<file path="config.mk">
export PLATFORM = sky130hd
export DESIGN_NAME = note_sequencer
export DESIGN_NICKNAME = d
export VERILOG_FILES = /design/src/rtl/seq_pkg.sv /design/src/rtl/note_table.sv /design/src/rtl/note_sequencer.sv
export SDC_FILE = /design/constraint.sdc
export NUM_CORES = 1
export LEC_CHECK = 0
export BUFFER_PORTS_ARGS = -buffer_cell sky130_fd_sc_hd__buf_2
export CORE_AREA = 2 2 158 160
export CTS_CLUSTER_DIAMETER = 120
export CTS_CLUSTER_SIZE = 40
export DETAILED_ROUTE_END_ITERATION = 8
export DIE_AREA = 0 0 160 162
export PLACE_DENSITY = 0.61
export SLEW_MARGIN = 20
export SYNTH_ARGS = -nofsm -noshare
export SYNTH_HDL_FRONTEND = slang
export SYNTH_SLANG_ARGS = --single-unit
</file>
<file path="constraint.sdc">
create_clock -name clk -period 2.9 [get_ports clk]
set_input_delay 0 -clock clk [delete_from_list [all_inputs] [get_ports clk]]
set_output_delay 0 -clock clk [all_outputs]
set_load 0.01 [all_outputs]
</file>
<file path="src/rtl/seq_pkg.sv">
// seq_pkg: shared FSM state encoding and default sizes for the note sequencer.
// GAP exists only when SEQ_GAP_EN is defined.
package seq_pkg;
  localparam int DEF_DEPTH = 8;
  localparam int DEF_FREQ_WIDTH = 8;
  localparam int DEF_DUR_WIDTH = 16;
  typedef enum logic [2:0] {
    IDLE,
    FETCH,
    PLAY,
`ifdef SEQ_GAP_EN
    GAP,
`endif
    FIN
  } state_t;
endpackage

</file>
<file path="src/rtl/note_table.sv">
// note_table: DEPTH-entry register file, one synchronous write port, one combinational read port.
module note_table
  import seq_pkg::*;
#(
  parameter int DEPTH = DEF_DEPTH,
  parameter int WIDTH = DEF_FREQ_WIDTH + DEF_DUR_WIDTH,
  localparam int ADDR_WIDTH = $clog2(DEPTH)
) (
  input  logic                  clk,
  input  logic                  reset,
  input  logic                  wr_en,
  input  logic [ADDR_WIDTH-1:0] wr_addr,
  input  logic [WIDTH-1:0]      wr_data,
  input  logic [ADDR_WIDTH-1:0] rd_addr,
  output logic [WIDTH-1:0]      rd_data
);
  logic [WIDTH-1:0] mem [DEPTH];
  always_ff @(posedge clk)
    if (reset) for (int i = 0; i < DEPTH; i++) mem[i] <= '0;
    else if (wr_en) mem[wr_addr] <= wr_data;
  assign rd_data = mem[rd_addr];
endmodule

</file>
<file path="src/rtl/note_sequencer.sv">
// note_sequencer: plays a table of (frequency, duration) notes with optional looping.
// Define SEQ_GAP_EN to insert GAP_CYCLES silent cycles between notes.
module note_sequencer
  import seq_pkg::*;
#(
  parameter int FREQ_WIDTH = DEF_FREQ_WIDTH,
  parameter int DUR_WIDTH = DEF_DUR_WIDTH,
`ifdef SEQ_GAP_EN
  parameter int GAP_CYCLES = 4,
`endif
  parameter int DEPTH = DEF_DEPTH,
  localparam int ADDR_WIDTH = $clog2(DEPTH)
) (
  input  logic                  clk,
  input  logic                  reset,
  input  logic                  wr_en,
  input  logic [ADDR_WIDTH-1:0] wr_addr,
  input  logic [FREQ_WIDTH-1:0] wr_freq,
  input  logic [DUR_WIDTH-1:0]  wr_dur,
  input  logic [ADDR_WIDTH:0]   length,
  input  logic                  start,
  input  logic                  stop,
  input  logic                  loop,
  output logic [FREQ_WIDTH-1:0] frequency_control,
  output logic                  gate,
  output logic                  busy,
  output logic                  done,
  output logic [ADDR_WIDTH-1:0] note_index
);
  state_t state, state_n;
  logic [ADDR_WIDTH-1:0] idx_n;
  logic [ADDR_WIDTH:0] len_q, len_n;
  logic [DUR_WIDTH-1:0] cnt, cnt_n, rd_dur;
  logic [FREQ_WIDTH-1:0] fc_n, rd_freq;
  logic gate_n, done_n, last;
  note_table #(.DEPTH(DEPTH), .WIDTH(FREQ_WIDTH + DUR_WIDTH)) u_table (
    .clk(clk),
    .reset(reset),
    .wr_en(wr_en),
    .wr_addr(wr_addr),
    .wr_data({wr_freq, wr_dur}),
    .rd_addr(note_index),
    .rd_data({rd_freq, rd_dur})
  );
  assign last = {1'b0, note_index} >= len_q - 1'b1;
  always_comb begin
    state_n = state;
    idx_n = note_index;
    len_n = len_q;
    cnt_n = cnt;
    fc_n = frequency_control;
    gate_n = gate;
    done_n = 1'b0;
    if (stop) begin
      state_n = IDLE;
      gate_n = 1'b0;
      fc_n = '0;
    end else begin
      case (state)
        IDLE: if (start && length != '0) begin
          state_n = FETCH;
          len_n = length;
          idx_n = '0;
        end
        FETCH: begin
          state_n = PLAY;
          cnt_n = rd_dur == '0 ? DUR_WIDTH'(1) : rd_dur;
          fc_n = rd_freq;
          gate_n = rd_freq != '0;
        end
        PLAY: if (cnt == DUR_WIDTH'(1)) begin
          gate_n = 1'b0;
          if (!last || loop) begin
            idx_n = last ? '0 : note_index + 1'b1;
`ifdef SEQ_GAP_EN
            state_n = GAP;
            cnt_n = DUR_WIDTH'(GAP_CYCLES);
`else
            state_n = FETCH;
`endif
          end else begin
            state_n = FIN;
            fc_n = '0;
          end
        end else cnt_n = cnt - 1'b1;
`ifdef SEQ_GAP_EN
        GAP: begin
          state_n = cnt == DUR_WIDTH'(1) ? FETCH : GAP;
          cnt_n = cnt - 1'b1;
        end
`endif
        FIN: begin
          state_n = IDLE;
          done_n = 1'b1;
          gate_n = 1'b0;
          fc_n = '0;
        end
        default: state_n = IDLE;
      endcase
    end
  end
  always_ff @(posedge clk) begin
    if (reset) begin
      state <= IDLE;
      note_index <= '0;
      len_q <= '0;
      cnt <= '0;
      frequency_control <= '0;
      gate <= 1'b0;
      busy <= 1'b0;
      done <= 1'b0;
    end else begin
      state <= state_n;
      note_index <= idx_n;
      len_q <= len_n;
      cnt <= cnt_n;
      frequency_control <= fc_n;
      gate <= gate_n;
      busy <= state_n != IDLE;
      done <= done_n;
    end
  end
endmodule

</file>
==> results.txt <==
Detailed Route WL = 27.3 mm
register area share after synthesis = 60.9%
crit path max-delay cell type = dfxtp_2
Post-synth top flop = edfxtp_1
initial DRC count = 769
Cells after Synth = 788
CTS buffer count = 9
Routed met2 length = 13.1 mm
Buf/Inv on CP = 0
Slew HR = 47.1%
commonest cells after routing, fill and taps aside = 194 x and2_1, 192 x edfxtp_1, 50 x buf_2
Max VDD drop = 395 uV
Initial Util = 44.7%
post-synthesis async set-or-reset flop share = 0%
FMAX = 390 MHz
M1 wire length = 12.2 mm
Final Hold Viols = 0
CTS tree = built
Hold Crit Start = stop
DR WL/cell = 22.7 microns
Yosys reg bits = 232
commonest non-fill, non-tap cell in the layout = and2_1
worst path required time = 3.28 ns
number of enable flip-flop cells after synthesis = 192
first-pass GRT wire length = 41.7 mm
unrepaired setup endpoints after global routing = false
kind of critical path = reg -> reg
Mapped Area = 10,800 sq um
Final Wtd Congestion = 0.828
clock transition at the registers of the reported paths = 0.15 ns
critical path depth in cells = 6
Die H = 162 microns
routed vias = 6,760
final setup TNS = 0 ns
post-synth cell types = 59
final slew viol count = 0
PwrDens = 478 nW/um^2
slowest cell delay on critical path = 0.67 ns
startpoint type of the worst setup path = register
Clock Latency Late Sink = 0.48 ns
Core ar. = 24,100 sq um
initial antenna violation count = 3
all-layer global routing usage = 21.3%
met3 WL = 1.54 mm
worst setup path end = gate
Top Layer Used = met5
number of global-route vias before repair = 6,880
critical path, cell by cell = mux4_2 -> or4_1 -> nor4_1 -> o211ai_1 -> a32oi_1 -> nor2_1
CP max FO = 13
Post-CTS Setup Inserts = 0
Clock Skew = 0.0184 ns
Longest Clk Path Bufs = 3
Critical Path Sink Type = register
drt pass-1 iters = 5
Area Overhead vs Synth = 13.4%
RR Endpoint = gate
Vias/cell = 5.62
Setup violations, final = 0
IO buf count = 50
layout cells sized above 1 = 19.2%
die area = 25,900 sq um
Final ANT Viol Nets = 0
CTS Sinks = 232
Tot Pwr = 5840 uW
hpwl dp = 17.2 mm
Critical Path AT = 2.94 ns
Ports = 51
fillers = 2,123
total grt overflow = 0
FF-to-FF path depth = 6
Site Rows = 57
Root Driver = clkbuf_16
flop-to-flop setup slack = 0.33 ns
Tightest Pin Transition = 0.787 ns
die width = 160 microns
part of the cycle the worst path needs = 88.5%
Top Family by Delay on Critical Path = simple AND/OR/NAND/NOR gates
nets@finish = 919
Pleak = 0.00421 uW
Synthesis Warnings = 0
Finished Core Util = 50.7%
total number of H-tree levels = 1
drt drc = 0
status = finished clean
Syn Area/Cell = 13.7 sq um
Mapped Nets = 832
Hold Crit Class = in -> reg
pin count of the biggest net entering global routing = 42
minimum clock period = 2.57 ns
Max Cap Viol = 0
==> cells in the mapped netlist (2+ instances only) <==
cell        n  area (sq um)
and2_1    194          1210
edfxtp_1  192          5770
mux4_2     48          1080
dfxtp_1    40           801
nor2_1     34           128
clkbuf_1   32           120
a21oi_1    30           150
mux2i_1    21           210
nand2_1    18          67.6
nor3_1     15          75.1
nand3_1    13          65.1
o21ai_0    13          65.1
nand2b_1   10          62.6
or2_2       9          56.3
a211o_1     8          70.1
buf_2       8          40.0
a211oi_1    7          52.6
ha_1        7          87.6
a21o_1      6          45.0
inv_1       6          22.5
nor3b_1     6          45.0
o21ai_1     6          30.0
nand3b_1    5          37.5
nor4_1      5          31.3
mux2_2      4          45.0
nand4_1     4          25.0
nor2b_1     4          25.0
a32oi_1     3          26.3
buf_4       3          22.5
a31oi_1     2          12.5
buf_6       2          22.5
nor4_2      2          25.0
o211ai_1    2          15.0
o221ai_1    2          17.5
or4_1       2          15.0
xnor2_1     2          17.5
==> sequential cells by signal, summed over array words and instances, names as in the netlist, named ones only <==
signal / flops
u_table.mem: 192
cnt: 16
frequency_control: 8
len_q: 4
note_index: 3
state: 3
busy: 1
done: 1
gate: 1
==> worst min path at each step <==
stage	endpoint	slack, ns	cells after the start
global route	register	0.04	4
finish	register	0.02	3
CTS	register	0.005	3
floorplan	len_q[0]	0.14	2
global placement	len_q[0]	0.26	3
detailed placement	len_q[3]	0.26	3
==> worst register-to-register path, delay by kind of cell (launching register included) <==
kind	cells	cell delay [ns]
muxes	1	0.60
DFF	1	0.67
and+or+nand+nor	3	0.84
AOI/OAI and AO/OA	2	0.34
==> where the power goes <==
part           internal, uW  switching, uW  total [uW]
sequential             3780           58.0        3830
clock                   590            979        1570
combinational           188            253         441
total                  4550           1290        5840
==> stage by stage <==
step	instances	hold slack, ns	instance area (sq um)	worst slack [ns]
3_5_place_dp	1152	0.262	11600	0.141
5_1_grt	1202	0.0437	12200	0.189
2_1_floorplan	788	0.136	10800	0.765
6_report	1202	0.0216	12200	0.335
4_1_cts	1201	0.00472	12200	0.0909
3_3_place_gp	1152	0.258	11600	0.186
==> repair_timing <==
| action | CTS | global route |
|---|---|---|
| setup endpoints to repair | 0 | 2 |
| hold buffers | 36 | 0 |
| gates resized for setup | 0 | 1 |
| hold endpoints to repair | 197 | 0 |
==> per-layer routing <==
metal  GRT usage (%)  vias to the layer above
li1                -                     3089
met1            30.5                     3403
met2            36.0                      235
met3            2.04                       31
met4            3.97                        2
met5               0                        -
==> cell type report <==
cell class                      instances  area, sq um  area share, %
Clock inverter                          1         8.76         0.0716
Antenna cell                            1         2.50         0.0205
Inverter                                7         26.3          0.215
Clock buffer                           12          236           1.93
Sequential cell                       232         6570           53.8
Timing Repair Buffer                  122          981           8.02
Multi-Input combinational cell        503         3990           32.7
Tap cell                              324          405           3.32
==> cells by family after synthesis <==
logic type,count (synthesis),synth area share (%)
other,1,0.0348
flip-flops,232,60.9
buffers and inverters,53,2.18
XOR/XNOR,2,0.162
AO/OA/AOI/OAI,91,5.44
multiplexers,73,12.4
adder cells (fa/ha/maj),7,0.812
AND/OR/NAND/NOR,329,18.1
Note: power is estimated with default switching activity, not from simulation.
